## config.mk

```make
export PLATFORM = sky130hd
export DESIGN_NAME = stream_fork_n
export DESIGN_NICKNAME = d
export VERILOG_FILES = /design/src/rtl/stream_fork_n.sv
export SDC_FILE = /design/constraint.sdc
export NUM_CORES = 1
export LEC_CHECK = 0
export BUFFER_PORTS_ARGS = -buffer_cell sky130_fd_sc_hd__buf_2
export CAP_MARGIN = 15
export CELL_PAD_IN_SITES_DETAIL_PLACEMENT = 0
export CELL_PAD_IN_SITES_GLOBAL_PLACEMENT = 2
export CORE_MARGIN = 1.5
export CORE_UTILIZATION = 18
export CTS_CLUSTER_SIZE = 14
export DETAILED_ROUTE_END_ITERATION = 10
export GPL_TIMING_DRIVEN = 0
export PLACE_DENSITY_LB_ADDON = 0.12
export SYNTH_ARGS = -nofsm -noshare
export SYNTH_HDL_FRONTEND = slang
export SYNTH_SLANG_ARGS = --single-unit
```

## constraint.sdc

```tcl
create_clock -name clk -period 2.23 [get_ports clk]
set_clock_uncertainty 0.2 [all_clocks]
set_input_delay 0.223 -clock clk [delete_from_list [all_inputs] [get_ports clk]]
set_output_delay 0.223 -clock clk [all_outputs]
set_load 0.05 [all_outputs]
```

## src/rtl/stream_fork_n.sv

```systemverilog
// rtl/stream_fork_n.sv - N-way stream fork with per-channel served tracking,
// optional per-packet destination lock and saturating dropped-beat counter.
module stream_fork_n #(
  parameter int DATA_WD      = 32,
  parameter int N_OUT        = 4,
  parameter int MASK_PER_PKT = 0,
  parameter int CNT_WD       = 16
) (
  input  logic                     clk,
  input  logic                     rst,
  input  logic [DATA_WD-1:0]       a_data,
  input  logic [N_OUT-1:0]         a_mask,
  input  logic                     a_last,
  input  logic                     a_valid,
  output logic                     a_ready,
  output logic [N_OUT*DATA_WD-1:0] m_data,
  output logic [N_OUT-1:0]         m_last,
  output logic [N_OUT-1:0]         m_valid,
  input  logic [N_OUT-1:0]         m_ready,
  output logic                     busy,
  output logic [CNT_WD-1:0]        drop_cnt
);

  localparam logic [CNT_WD-1:0] CNT_ONE = 1;
  localparam logic [CNT_WD-1:0] CNT_MAX = '1;

  logic [N_OUT-1:0]  served_q, served_d;
  logic [N_OUT-1:0]  held_mask_q, held_mask_d;
  logic              in_pkt_q, in_pkt_d;
  logic [CNT_WD-1:0] drop_cnt_q, drop_cnt_d;

  logic [N_OUT-1:0]  emask, pend, m_fire;
  logic              a_fire, drop;

  assign m_data = {N_OUT{a_data}};
  assign m_last = {N_OUT{a_last}};

  // m_valid is derived only from a_valid and state, never from m_ready.
  always_comb begin
    emask   = (MASK_PER_PKT != 0 && in_pkt_q) ? held_mask_q : a_mask;
    pend    = emask & ~served_q;
    m_valid = {N_OUT{a_valid}} & pend;
    m_fire  = m_valid & m_ready;
    a_ready = &(~pend | m_ready);
    a_fire  = a_valid && a_ready;
    drop    = a_fire && (emask == '0);
  end

  always_comb begin
    served_d    = a_fire ? '0 : (served_q | m_fire);
    in_pkt_d    = in_pkt_q;
    held_mask_d = held_mask_q;
    drop_cnt_d  = drop_cnt_q;
    if (drop && drop_cnt_q != CNT_MAX) begin
      drop_cnt_d = drop_cnt_q + CNT_ONE;
    end
    // Lock captures the raw first-beat mask, so an all-zero first mask drops the whole packet.
    if (MASK_PER_PKT != 0 && a_fire) begin
      if (a_last) begin
        in_pkt_d = 1'b0;
      end else if (!in_pkt_q) begin
        in_pkt_d    = 1'b1;
        held_mask_d = a_mask;
      end
    end
  end

  always_ff @(posedge clk or posedge rst) begin
    if (rst) begin
      served_q    <= '0;
      held_mask_q <= '0;
      in_pkt_q    <= 1'b0;
      drop_cnt_q  <= '0;
    end else begin
      served_q    <= served_d;
      held_mask_q <= held_mask_d;
      in_pkt_q    <= in_pkt_d;
      drop_cnt_q  <= drop_cnt_d;
    end
  end

  assign busy     = |served_q;
  assign drop_cnt = drop_cnt_q;

endmodule
```

==> flow_summary.rst, run 1 <==
.. list-table::
   :header-rows: 1

   * - Metric
     - Value
   * - Number of gates resized after cts
     - 0
   * - TNS Setup
     - 0 ns
   * - Diodes inserted
     - 0
   * - Floorplan die height
     - 111.2 µm
   * - Largest driver fanout on the critical path
     - 6
   * - Count of unique library cells instantiated by Yosys
     - 32
   * - Areal power density over the cells
     - 631.3 nW/µm²
   * - Most used cells in the layout excluding fill and tap cells
     - sky130_fd_sc_hd__buf_2, sky130_fd_sc_hd__buf_4, sky130_fd_sc_hd__dfrtp_1
   * - Pin count of the biggest net entering global routing
     - 21
   * - Clock tree from TritonCTS
     - built
   * - Core region area
     - 11420 µm²
   * - Via density per instance
     - 3.517
   * - Post-layout util
     - 28.12%
   * - Post-DP HPWL
     - 4.589 mm
   * - Leading cell type in the layout, fill and taps excluded
     - sky130_fd_sc_hd__buf_2
   * - Vias in the first global route
     - 1708
   * - Primary FF master, synth
     - sky130_fd_sc_hd__dfrtp_1
   * - Class of the most critical hold timing path
     - input port to register
   * - Clock latency on the worst-skew pair
     - 0.25 ns
   * - Grt ovf
     - 0
   * - Die Wd
     - 111.2 µm
   * - Overall power of the completed layout
     - 2.027 mW
   * - Number of rows created at floorplan
     - 39
   * - Count of port buffers added during placement
     - 164
   * - Boundary pin count
     - 198
   * - Max clock buf depth
     - 2
   * - CTS Sinks
     - 20
   * - Worst hold margin
     - 0.02291 ns
   * - Relative area change from synthesis to final layout
     - 52.47%
   * - Number of synthesized flops with an enable pin
     - 0
   * - Worst path required time
     - 2.17 ns
   * - Setup violations, final
     - 0
   * - Critical path launch point type
     - register
   * - Outcome
     - finished, final reports clean
   * - Arrival time of data at the critical path endpoint
     - 1.87 ns
   * - Routed wire length
     - 5.350 mm
   * - Number of max-cap violations
     - 0
   * - Initial Utilization
     - 18.44%
   * - Share of layout cells above drive strength 1
     - 76.85%
   * - Gpl congestion
     - 0.6916
   * - Synth async-reset ratio
     - 100.0%
   * - Number of CTS-inserted buffers
     - 3
   * - Number of endpoints with negative hold slack in the final report
     - 0
   * - Clock edge transition at the registers on the reported setup and hold paths
     - 0.06 ns
   * - Transition time at the pin with the least slew margin
     - 0.8032 ns
   * - First-pass detailed-route iteration total
     - 2
   * - Worst relative slew slack
     - 46.39%
   * - Syn Nets
     - 282
   * - Static leakage
     - 1.882 nW
   * - Number of slew-limit violations in the final report
     - 0
   * - Die Footprint
     - 12360 µm²
   * - Kind of capture point of the worst setup path
     - register
   * - Placed Instance Area
     - 3112 µm²
   * - Post-synthesis sequential element count
     - 20
   * - Cell area after technology mapping
     - 2106 µm²
   * - Deepest level of the CTS H-tree
     - 1
   * - Sequential share of the synthesized area
     - 23.77%
   * - Via count of the routed design
     - 1931
   * - Worst Setup Path Type
     - register to register
   * - Cell at the root of the clock tree
     - sky130_fd_sc_hd__clkbuf_16
   * - Average wire per standard cell
     - 9.745 µm
   * - Iteration-0 DRC count of the detailed router
     - 29
   * - Achievable clock frequency
     - 518.1 MHz
   * - Portion of the clock cycle consumed by the worst path in the final layout
     - 86.56%
   * - Global-route usage over all layers
     - 8.116%
   * - Final worst path period need
     - 1.930 ns
   * - Synthesized area per cell
     - 8.885 µm²
   * - Setup repair after global routing missed its margin
     - false
   * - Design Area, Final
     - 3211 µm²
   * - Initial antenna violation count
     - 0
   * - Synthesis warning total
     - 0
   * - Global-route wire length before repair
     - 8.300 mm
   * - ANT nets after route
     - 0
   * - Residual DRC count
     - 0
   * - Number of instances in the synthesized netlist
     - 237
   * - Maximum vdd drop
     - 0.3795 mV
   * - Net total in the final layout
     - 452
[worst paths after layout]
kind | from | to | slack (ns) | cells past startpoint
max in group asynchronous | rst | drop_cnt[6] | 0.85 | 3
min in group asynchronous | rst | drop_cnt[11] | 0.49 | 3
hold / removal | m_ready[3] | served_q[3] | 0.02 | 3
setup / recovery | drop_cnt[0] | drop_cnt[1] | 0.30 | 5
hold reg to reg | drop_cnt[15] | drop_cnt[15] | 0.32 | 1
setup reg to reg | drop_cnt[0] | drop_cnt[1] | 0.30 | 5
[metrics by stage]
stage	setup slack [ns]	cells
global placement	0.3110	544
global route	0.2062	549
CTS	0.2905	549
finish	0.2997	549
floorplan	0.1495	237
detailed placement	0.2982	544
[synth_stat cells (2+ instances only)]
master                        n  area (µm²)
sky130_fd_sc_hd__nand3_1      8       40.04
sky130_fd_sc_hd__nand4_1      5       31.28
sky130_fd_sc_hd__o21ai_0      3       15.01
sky130_fd_sc_hd__inv_1        2       7.510
sky130_fd_sc_hd__nor3b_1      4       30.03
sky130_fd_sc_hd__dfrtp_1     20       500.5
sky130_fd_sc_hd__nor2_1       7       26.28
sky130_fd_sc_hd__a21oi_1      5       25.02
sky130_fd_sc_hd__and3b_1      3       26.28
sky130_fd_sc_hd__xor2_1       8       70.07
sky130_fd_sc_hd__and3b_2      2       20.02
sky130_fd_sc_hd__xnor2_1      5       43.79
sky130_fd_sc_hd__nand2_1      5       18.77
sky130_fd_sc_hd__and4_1       3       26.28
sky130_fd_sc_hd__buf_4      132       991.0
sky130_fd_sc_hd__nor3_1       6       30.03
sky130_fd_sc_hd__a2111oi_2    2       30.03
sky130_fd_sc_hd__and3_1       2       12.51
sky130_fd_sc_hd__and2_1       2       12.51
[what timing repair did]
action / CTS / global route
setup buffers: 0 / 0
hold buffers: 1 / 0
endpoints found under the setup margin: 0 / 0
endpoints found under the hold margin: 20 / 0
[critical path: stages, from the launching register on]
cell	delay, ns
sky130_fd_sc_hd__dfrtp_1	0.44
sky130_fd_sc_hd__ha_1	0.31
sky130_fd_sc_hd__and4_1	0.17
sky130_fd_sc_hd__buf_2	0.16
sky130_fd_sc_hd__a21o_2	0.24
sky130_fd_sc_hd__mux2_4	0.29
[layout make-up]
type	instances	area (µm²)
well taps	143	178.9
clock buffers	4	88.84
inverters	2	7.507
multi-input cells	82	608.1
plain buffers	133	996.0
flip-flops and latches	20	500.5
fillers	1246	8208
repair buffers	165	830.8
[report_power, final]
part           internal (mW)  switching (mW)  total [mW]
clock                  0.273           0.136       0.409
sequential             0.413          0.0677       0.481
combinational          0.338           0.799        1.14
total                   1.03            1.00        2.03
[layer usage]
metal  part of all wire, %  global-route usage (%)  up-vias
met5                     0                       0        -
met4                     0                   1.266        0
met3                   9.5                   2.515        0
met2                    48                   14.40      105
met1                    42                   9.772      832
li1                      -                       -      994
[registers in the layout, summed over array words and instances, names as in the netlist]
| name | flops |
|---|---|
| drop_cnt | 16 |
| served_q | 4 |
[logic make-up after synthesis]
kind of cell	Yosys count	share of synthesized area, %
flops	20	23.77
xor+xnor	13	5.407
compound gates	11	3.743
simple gates	55	17.59
buf+inv	135	47.65
fa+ha+maj	1	0.5941
mux	2	1.248
Power figures use the tool's default switching activity.
==> run 2: changes to the inputs <==
--- a/config.mk
+++ b/config.mk
@@ -7,10 +7,8 @@
 export LEC_CHECK = 0
 export BUFFER_PORTS_ARGS = -buffer_cell sky130_fd_sc_hd__buf_2
 export CAP_MARGIN = 15
-export CELL_PAD_IN_SITES_DETAIL_PLACEMENT = 0
-export CELL_PAD_IN_SITES_GLOBAL_PLACEMENT = 2
 export CORE_MARGIN = 1.5
-export CORE_UTILIZATION = 18
+export CORE_UTILIZATION = 38
 export CTS_CLUSTER_SIZE = 14
 export DETAILED_ROUTE_END_ITERATION = 10
 export GPL_TIMING_DRIVEN = 0
==> constraint.sdc (replaced) <==
create_clock -name clk -period 2.23 [get_ports clk]
set_clock_uncertainty 0.2 [all_clocks]
set_input_delay 0.223 -clock clk [delete_from_list [all_inputs] [get_ports clk]]
set_output_delay 0.223 -clock clk [all_outputs]
set_load 0.1 [all_outputs]
==> run 2 against run 1 <==
  * Clock power shrank 33%
  * Critical path depth shrank 3
  * Global-route usage grew 7.1 points
  * Critical endpoint is now busy
  * Routed wire length shrank 9.7%
  * Non-clock buffer count is the same
  * Sequential cell count is the same
==> flow_summary.rst, run 2 (synthesized netlist as in run 1, its figures left out) <==
.. list-table::
   :header-rows: 1

   * - Metric
     - Value
   * - Number of max-cap violations
     - 0 (unchanged)
   * - Achievable clock frequency
     - 524.4 MHz (was 518.1 MHz)
   * - Count of port buffers added during placement
     - 164 (unchanged)
   * - Slowest Stage Delay on Critical Path
     - 0.52 ns (was 0.44 ns)
   * - Kind of capture point of the worst setup path
     - output pin (was register)
   * - Leading cell type in the layout, fill and taps excluded
     - sky130_fd_sc_hd__buf_2 (unchanged)
   * - Via density per instance
     - 4.137 (was 3.517)
   * - Average wire per standard cell
     - 10.15 µm (was 9.745 µm)
   * - Initial antenna violation count
     - 0 (unchanged)
   * - Number of CTS-inserted buffers
     - 3 (unchanged)
   * - Pin count of the biggest net entering global routing
     - 21 (unchanged)
   * - Share of total power in the clock network
     - 10.7% (was 20.2%)
   * - Die Footprint
     - 5997 µm² (was 12360 µm²)
   * - Sequential group share of total power
     - 18.7% (was 23.7%)
   * - Hold EP
     - served_q[2] (was served_q[3])
   * - First-pass detailed-route iteration total
     - 4 (was 2)
   * - Global-route usage over all layers
     - 15.18% (was 8.116%)
   * - CTS Sinks
     - 20 (unchanged)
   * - Floorplan die height
     - 77.44 µm (was 111.2 µm)
   * - Footprint of the flip-flops and latches
     - 518.0 µm² (was 500.5 µm²)
   * - Setup repair after global routing missed its margin
     - false (unchanged)
   * - Max stage delay cell, worst path
     - sky130_fd_sc_hd__or4_1 (was sky130_fd_sc_hd__dfrtp_1)
   * - Crit-path leading delay family
     - simple AND/OR/NAND/NOR gates (was flip-flops)
   * - Share of layout cells above drive strength 1
     - 80.30% (was 76.85%)
   * - Routed wire length
     - 4.833 mm (was 5.350 mm)
   * - Max reg flops
     - 16 (unchanged)
   * - Via count of the routed design
     - 1969 (was 1931)
   * - Number of slew-limit violations in the final report
     - 0 (unchanged)
   * - Number of rows created at floorplan
     - 26 (was 39)
   * - Most used cells in the layout excluding fill and tap cells
     - sky130_fd_sc_hd__buf_2, sky130_fd_sc_hd__buf_4, sky130_fd_sc_hd__dfrtp_2 (was sky130_fd_sc_hd__buf_2, sky130_fd_sc_hd__buf_4, sky130_fd_sc_hd__dfrtp_1)
   * - Worst hold margin
     - 0.02483 ns (was 0.02291 ns)
   * - Final worst path period need
     - 1.907 ns (was 1.930 ns)
   * - Deepest level of the CTS H-tree
     - 1 (unchanged)
   * - Maximum vdd drop
     - 0.6732 mV (was 0.3795 mV)
   * - Power share of the combinational group
     - 70.6% (was 56.1%)
   * - Number of instances in the placed design
     - 471 (was 544)
   * - Arrival time of data at the critical path endpoint
     - 1.48 ns (was 1.87 ns)
   * - Boundary pin count
     - 198 (unchanged)
   * - Global-route wire length before repair
     - 7.596 mm (was 8.300 mm)
   * - Outcome
     - finished, final reports clean (unchanged)
   * - Areal power density over the cells
     - 826.4 nW/µm² (was 631.3 nW/µm²)
   * - Switching power summed over all nets
     - 1.658 mW (was 1.002 mW)
   * - Start point of the worst min-delay path
     - m_ready[2] (was m_ready[3])
   * - Class of the most critical hold timing path
     - input port to register (unchanged)
   * - Core region area
     - 5238 µm² (was 11420 µm²)
   * - Post-Place Setup Slack
     - 0.3401 ns (was 0.2982 ns)
   * - Largest driver fanout on the critical path
     - 4 (was 6)
   * - Gpl congestion
     - 0.7446 (was 0.6916)
   * - R2R Path End
     - drop_cnt[1] (unchanged)
   * - Crit Reg-Reg Startpoint
     - drop_cnt[0] (unchanged)
   * - Iteration-0 DRC count of the detailed router
     - 81 (was 29)
   * - Diodes inserted
     - 0 (unchanged)
   * - Grt ovf
     - 0 (unchanged)
   * - Number of endpoints with negative hold slack in the final report
     - 0 (unchanged)
   * - Worst path required time
     - 1.81 ns (was 2.17 ns)
   * - Die Wd
     - 77.44 µm (was 111.2 µm)
   * - Residual DRC count
     - 0 (unchanged)
   * - Reg2reg path depth
     - 5 (unchanged)
   * - Fraction of power spent switching nets
     - 64.47% (was 49.43%)
   * - Hold-critical path depth
     - 3 (unchanged)
   * - Count of buffer and inverter cells on the critical path
     - 1 (unchanged)
   * - Static leakage
     - 1.847 nW (was 1.882 nW)
   * - Post-layout instance count excluding filler cells
     - 476 (was 549)
   * - Internal
     - 0.9137 mW (was 1.025 mW)
   * - Post-CTS Repair Setup Buffers
     - 0 (unchanged)
   * - Clock latency on the worst-skew pair
     - 0.26 ns (was 0.25 ns)
   * - Multi-input logic area
     - 616.8 µm² (was 608.1 µm²)
   * - Clock edge transition at the registers on the reported setup and hold paths
     - 0.07 ns (was 0.06 ns)
   * - Cell Chain, Critical Path
     - or4_1 > buf_2 (was ha_1 > and4_1 > buf_2 > a21o_2 > mux2_4)
   * - Cell at the root of the clock tree
     - sky130_fd_sc_hd__clkbuf_8 (was sky130_fd_sc_hd__clkbuf_16)
   * - Critical path launch point type
     - register (unchanged)
   * - Fillers
     - 496 (was 1246)
   * - Initial Utilization
     - 40.21% (was 18.44%)
   * - Clock tree from TritonCTS
     - built (unchanged)
   * - TNS Setup
     - 0 ns (unchanged)
   * - Worst relative slew slack
     - 49.71% (was 46.39%)
   * - Net total in the final layout
     - 452 (unchanged)
   * - Relative area change from synthesis to final layout
     - 47.77% (was 52.47%)
   * - Vias in the first global route
     - 1785 (was 1708)
   * - Transition time at the pin with the least slew margin
     - 0.7535 ns (was 0.8032 ns)
   * - Portion of the clock cycle consumed by the worst path in the final layout
     - 85.52% (was 86.56%)
   * - ANT nets after route
     - 0 (unchanged)
   * - PnR worst setup slack
     - 0.3229 ns (was 0.2997 ns)
   * - Register-to-register setup slack
     - 0.33 ns (was 0.30 ns)
   * - Setup violations, final
     - 0 (unchanged)
   * - Post-DP HPWL
     - 4.080 mm (was 4.589 mm)
   * - Worst Setup Path Type
     - register to output pin (was register to register)
   * - Max clock buf depth
     - 2 (unchanged)
## run 2: cell types whose count changed in the layout (fill, tap and decap cells not counted)
cell and delta:
sky130_fd_sc_hd__dfrtp_2 +14, sky130_fd_sc_hd__nor4_4 +1, sky130_fd_sc_hd__clkbuf_8 +3, sky130_fd_sc_hd__dfrtp_1 -14, sky130_fd_sc_hd__clkbuf_16 -3, sky130_fd_sc_hd__nor4_2 -1
## run 2: worst max-delay path by stage
stage / start / endpoint / slack (ns) / depth (start not counted)
global placement: drop_cnt[0] / drop_cnt[1] / 0.34 / 5
floorplan: served_q[0] / served_q[0] / 0.01 / 4
global route: served_q[0] / a_ready / 0.26 / 3
CTS: served_q[2] / busy / 0.31 / 2
detailed placement: drop_cnt[0] / drop_cnt[1] / 0.34 / 5
finish: served_q[2] / busy / 0.32 / 2
## run 2: layout make-up
| class | instances | area share [%] |
|---|---|---|
| Clock buffer | 4 | 1.769 |
| Buffer | 133 | 32.01 |
| Tap cell | 70 | 2.815 |
| Inverter | 2 | 0.2413 |
| Timing Repair Buffer | 165 | 26.70 |
| Sequential cell | 20 | 16.65 |
| Multi-Input combinational cell | 82 | 19.82 |
## run 2: stage by stage
stage               utilization [%]  power (mW)  area, µm²
floorplan                         -       2.098       2138
global placement              58.17       2.302       3047
detailed placement            58.17       2.309       3047
CTS                           59.41       2.589       3112
global route                  59.41       2.655       3112
finish                        59.41       2.571       3112
## run 2: tightest hold or removal path: stages
cell and delay (ns):
sky130_fd_sc_hd__buf_2 0.09, sky130_fd_sc_hd__a21oi_1 0.05, sky130_fd_sc_hd__nor2_1 0.07
## run 2: power by group through the flow
| stage | registers, mW | logic (mW) | clock network, mW |
|---|---|---|---|
| floorplan | 0.705 | 1.39 | 0 |
| global placement | 0.485 | 1.82 | 0 |
| detailed placement | 0.488 | 1.82 | 0 |
| CTS | 0.481 | 1.82 | 0.284 |
| global route | 0.489 | 1.87 | 0.297 |
| finish | 0.481 | 1.82 | 0.275 |
## run 2: per-layer routing
layer	track usage, %	vias to the layer above	wire (µm)	share of wire, %
met1	16.28	868	1814	38
met5	0	-	0	0
met3	3.647	6	403	8.3
met2	29.56	105	2568	53
met4	3.455	0	46	0.95
li1	-	990	-	-
## run 2: what timing repair did
item / CTS / global route
resized for setup: 0 / 0
hold buffers: 1 / 0
hold endpoints to repair: 20 / 0
==> run 3: changes to the inputs <==
--- a/config.mk
+++ b/config.mk
@@ -7,10 +7,10 @@
 export LEC_CHECK = 0
 export BUFFER_PORTS_ARGS = -buffer_cell sky130_fd_sc_hd__buf_2
 export CAP_MARGIN = 15
-export CORE_MARGIN = 1.5
-export CORE_UTILIZATION = 38
+export CORE_AREA = 2 2 76 78
 export CTS_CLUSTER_SIZE = 14
 export DETAILED_ROUTE_END_ITERATION = 10
+export DIE_AREA = 0 0 78 80
 export GPL_TIMING_DRIVEN = 0
 export PLACE_DENSITY_LB_ADDON = 0.12
 export SYNTH_ARGS = -nofsm -noshare
==> constraint.sdc (replaced) <==
create_clock -name clk -period 2.2 [get_ports clk]
set_clock_uncertainty 0.2 [all_clocks]
set_input_delay 0.22 -clock clk [delete_from_list [all_inputs] [get_ports clk]]
set_output_delay 0.22 -clock clk [all_outputs]
set_load 0.1 [all_outputs]
==> run 3 against run 2 <==
  * Core utilization down 1.8 points
  * Power up 1.6%
  * Highest routed layer unchanged
  * Via count down 0.15%
  * Clock power up 4%
  * Combinational power about the same
  * Critical path type unchanged
  * Largest power group unchanged
  * Critical endpoint unchanged
  * Die area up 4.1%
  * Final cell count up 0.42%
  * Largest cell class unchanged
==> flow_summary.rst, run 3 (synthesized netlist as in run 1, its figures left out) <==
.. list-table::
   :header-rows: 1

   * - Metric
     - Value
   * - Boundary pin count
     - 198 (unchanged)
   * - Number of endpoints with negative hold slack in the final report
     - 0 (unchanged)
   * - Routed wire length
     - 4.909 mm (was 4.833 mm)
   * - Clock latency on the worst-skew pair
     - 0.26 ns (about the same)
   * - Cell at the root of the clock tree
     - sky130_fd_sc_hd__clkbuf_8 (unchanged)
   * - Share of layout cells above drive strength 1
     - 80.30% (unchanged)
   * - Clock tree from TritonCTS
     - built (unchanged)
   * - ANT nets after route
     - 0 (unchanged)
   * - Grt ovf
     - 0 (unchanged)
   * - Vias in the first global route
     - 1849 (was 1785)
   * - Average wire per standard cell
     - 10.27 µm (was 10.15 µm)
   * - Via density per instance
     - 4.113 (was 4.137)
   * - Static leakage
     - 1.847 nW (unchanged)
   * - Areal power density over the cells
     - 838.9 nW/µm² (was 826.4 nW/µm²)
   * - Number of max-cap violations
     - 0 (unchanged)
   * - Transition time at the pin with the least slew margin
     - 0.7454 ns (was 0.7535 ns)
   * - First-pass detailed-route iteration total
     - 4 (unchanged)
   * - Via count of the routed design
     - 1966 (was 1969)
   * - Setup violations, final
     - 0 (unchanged)
   * - Initial Utilization
     - 38.96% (was 40.21%)
   * - Count of buffer and inverter cells on the critical path
     - 1 (unchanged)
   * - Most used cells in the layout excluding fill and tap cells
     - sky130_fd_sc_hd__buf_2, sky130_fd_sc_hd__buf_4, sky130_fd_sc_hd__dfrtp_2 (unchanged)
   * - Pin count of the biggest net entering global routing
     - 21 (unchanged)
   * - Largest driver fanout on the critical path
     - 4 (unchanged)
   * - Portion of the clock cycle consumed by the worst path in the final layout
     - 88.58%
   * - Core region area
     - 5405 µm² (was 5238 µm²)
   * - Net total in the final layout
     - 452 (unchanged)
   * - Post-layout instance count excluding filler cells
     - 478 (was 476)
   * - Crit-path leading delay family
     - simple AND/OR/NAND/NOR gates (unchanged)
   * - Achievable clock frequency
     - 513.2 MHz
   * - Global-route wire length before repair
     - 7.631 mm (was 7.596 mm)
   * - Max reg flops
     - 16 (unchanged)
   * - Fillers
     - 533 (was 496)
   * - Register-to-register setup slack
     - 0.30 ns (was 0.33 ns)
   * - Maximum vdd drop
     - 0.7745 mV (was 0.6732 mV)
   * - Worst hold margin
     - 0.01687 ns (was 0.02483 ns)
   * - Outcome
     - finished, final reports clean (unchanged)
   * - Deepest level of the CTS H-tree
     - 1 (unchanged)
   * - Hold bufs inserted after CTS
     - 1 (unchanged)
   * - Global-route usage over all layers
     - 14.51% (was 15.18%)
   * - Clock edge transition at the registers on the reported setup and hold paths
     - 0.08 ns (was 0.07 ns)
   * - Relative area change from synthesis to final layout
     - 47.89% (was 47.77%)
   * - Gpl congestion
     - 0.7751 (was 0.7446)
   * - Worst relative slew slack
     - 50.25% (was 49.71%)
   * - Class of the most critical hold timing path
     - input port to register (unchanged)
   * - Number of instances in the placed design
     - 473 (was 471)
   * - Worst path required time
     - 1.78 ns (was 1.81 ns)
   * - Residual DRC count
     - 0 (unchanged)
   * - Number of rows created at floorplan
     - 27 (was 26)
   * - Critical path launch point type
     - register (unchanged)
   * - Setup repair after global routing missed its margin
     - false (unchanged)
   * - Kind of capture point of the worst setup path
     - output pin (unchanged)
   * - Arrival time of data at the critical path endpoint
     - 1.53 ns (was 1.48 ns)
   * - Count of port buffers added during placement
     - 164 (unchanged)
   * - Number of slew-limit violations in the final report
     - 0 (unchanged)
   * - Die Wd
     - 78 µm (was 77.44 µm)
   * - Cell Chain, Critical Path
     - or4_1 > buf_2 (unchanged)
   * - Post-DP HPWL
     - 4.189 mm (was 4.080 mm)
   * - Number of CTS-inserted buffers
     - 3 (unchanged)
   * - Max clock buf depth
     - 2 (unchanged)
   * - Iteration-0 DRC count of the detailed router
     - 72 (was 81)
   * - Final worst path period need
     - 1.949 ns
   * - Diodes inserted
     - 0 (unchanged)
   * - CTS Sinks
     - 20 (unchanged)
   * - Slowest Stage Delay on Critical Path
     - 0.53 ns (was 0.52 ns)
   * - Worst Setup Path Type
     - register to output pin (unchanged)
   * - Floorplan die height
     - 80 µm (was 77.44 µm)
   * - Initial antenna violation count
     - 0 (unchanged)
   * - Max stage delay cell, worst path
     - sky130_fd_sc_hd__or4_1 (unchanged)
   * - Die Footprint
     - 6240 µm² (was 5997 µm²)
   * - Post-CTS Repair Setup Buffers
     - 0 (unchanged)
   * - Number of gates resized after cts
     - 0 (unchanged)
   * - Leading cell type in the layout, fill and taps excluded
     - sky130_fd_sc_hd__buf_2 (unchanged)
==> run 3: cell counts in the layout (fill, tap and decap cells not counted) <==
No cell type changed its count.
==> run 3: path summary, 6_finish.rpt <==
kind | from | endpoint | depth (start not counted)
worst min-delay path | m_ready[0] | served_q[0] | 3
worst max register to register | drop_cnt[0] | drop_cnt[1] | 5
min in group asynchronous | rst | drop_cnt[10] | 3
worst max-delay path | served_q[2] | busy | 2
max in group asynchronous | rst | drop_cnt[1] | 3
worst min register to register | drop_cnt[15] | drop_cnt[15] | 1
==> run 3: area by class of cell <==
| class | instances | area (µm²) | share of cell area [%] |
|---|---|---|---|
| multi-input combinational | 82 | 616.8 | 19.81 |
| buffer | 133 | 996.0 | 31.98 |
| timing repair buffer | 165 | 830.8 | 26.68 |
| tap | 72 | 90.09 | 2.893 |
| inverter | 2 | 7.507 | 0.2411 |
| clock buffer | 4 | 55.05 | 1.768 |
| sequential | 20 | 518.0 | 16.63 |
==> run 3: metal layers <==
layer	share of wire, %	wire length, µm	vias up	track usage, %
met3	10	515	5	4.299
met4	0.43	21	0	2.281
met2	52	2538	107	27.76
met1	37	1834	862	16.04
met5	0	0	-	0
li1	-	-	992	-
==> run 3: worst min-delay path: cells and delay by family <==
kind,cells,cell delay [ns]
and+or+nand+nor,1,0.07
buffers and inverters,1,0.09
AOI/OAI and AO/OA,1,0.06
==> run 3: where the power goes <==
group / switching [mW] / internal (mW) / total [mW]
Sequential: 0.0648 / 0.422 / 0.487
Clock: 0.126 / 0.159 / 0.286
Combinational: 1.50 / 0.344 / 1.84
Total: 1.69 / 0.925 / 2.61
==> run 3: stage by stage <==
| step | TNS [ns] | cell area [µm²] | utilization, % | power, mW | setup slack [ns] |
|---|---|---|---|---|---|
| finish | 0 | 3114 | 57.62 | 2.612 | 0.2513 |
| global route | 0 | 3114 | 57.62 | 2.699 | 0.2357 |
| detailed placement | 0 | 3049 | 56.41 | 2.340 | 0.3038 |
| global placement | 0 | 3049 | 56.41 | 2.335 | 0.3181 |
| floorplan | -0.06461 | 2138 | - | 2.127 | -0.01615 |
| CTS | 0 | 3114 | 57.62 | 2.629 | 0.2518 |
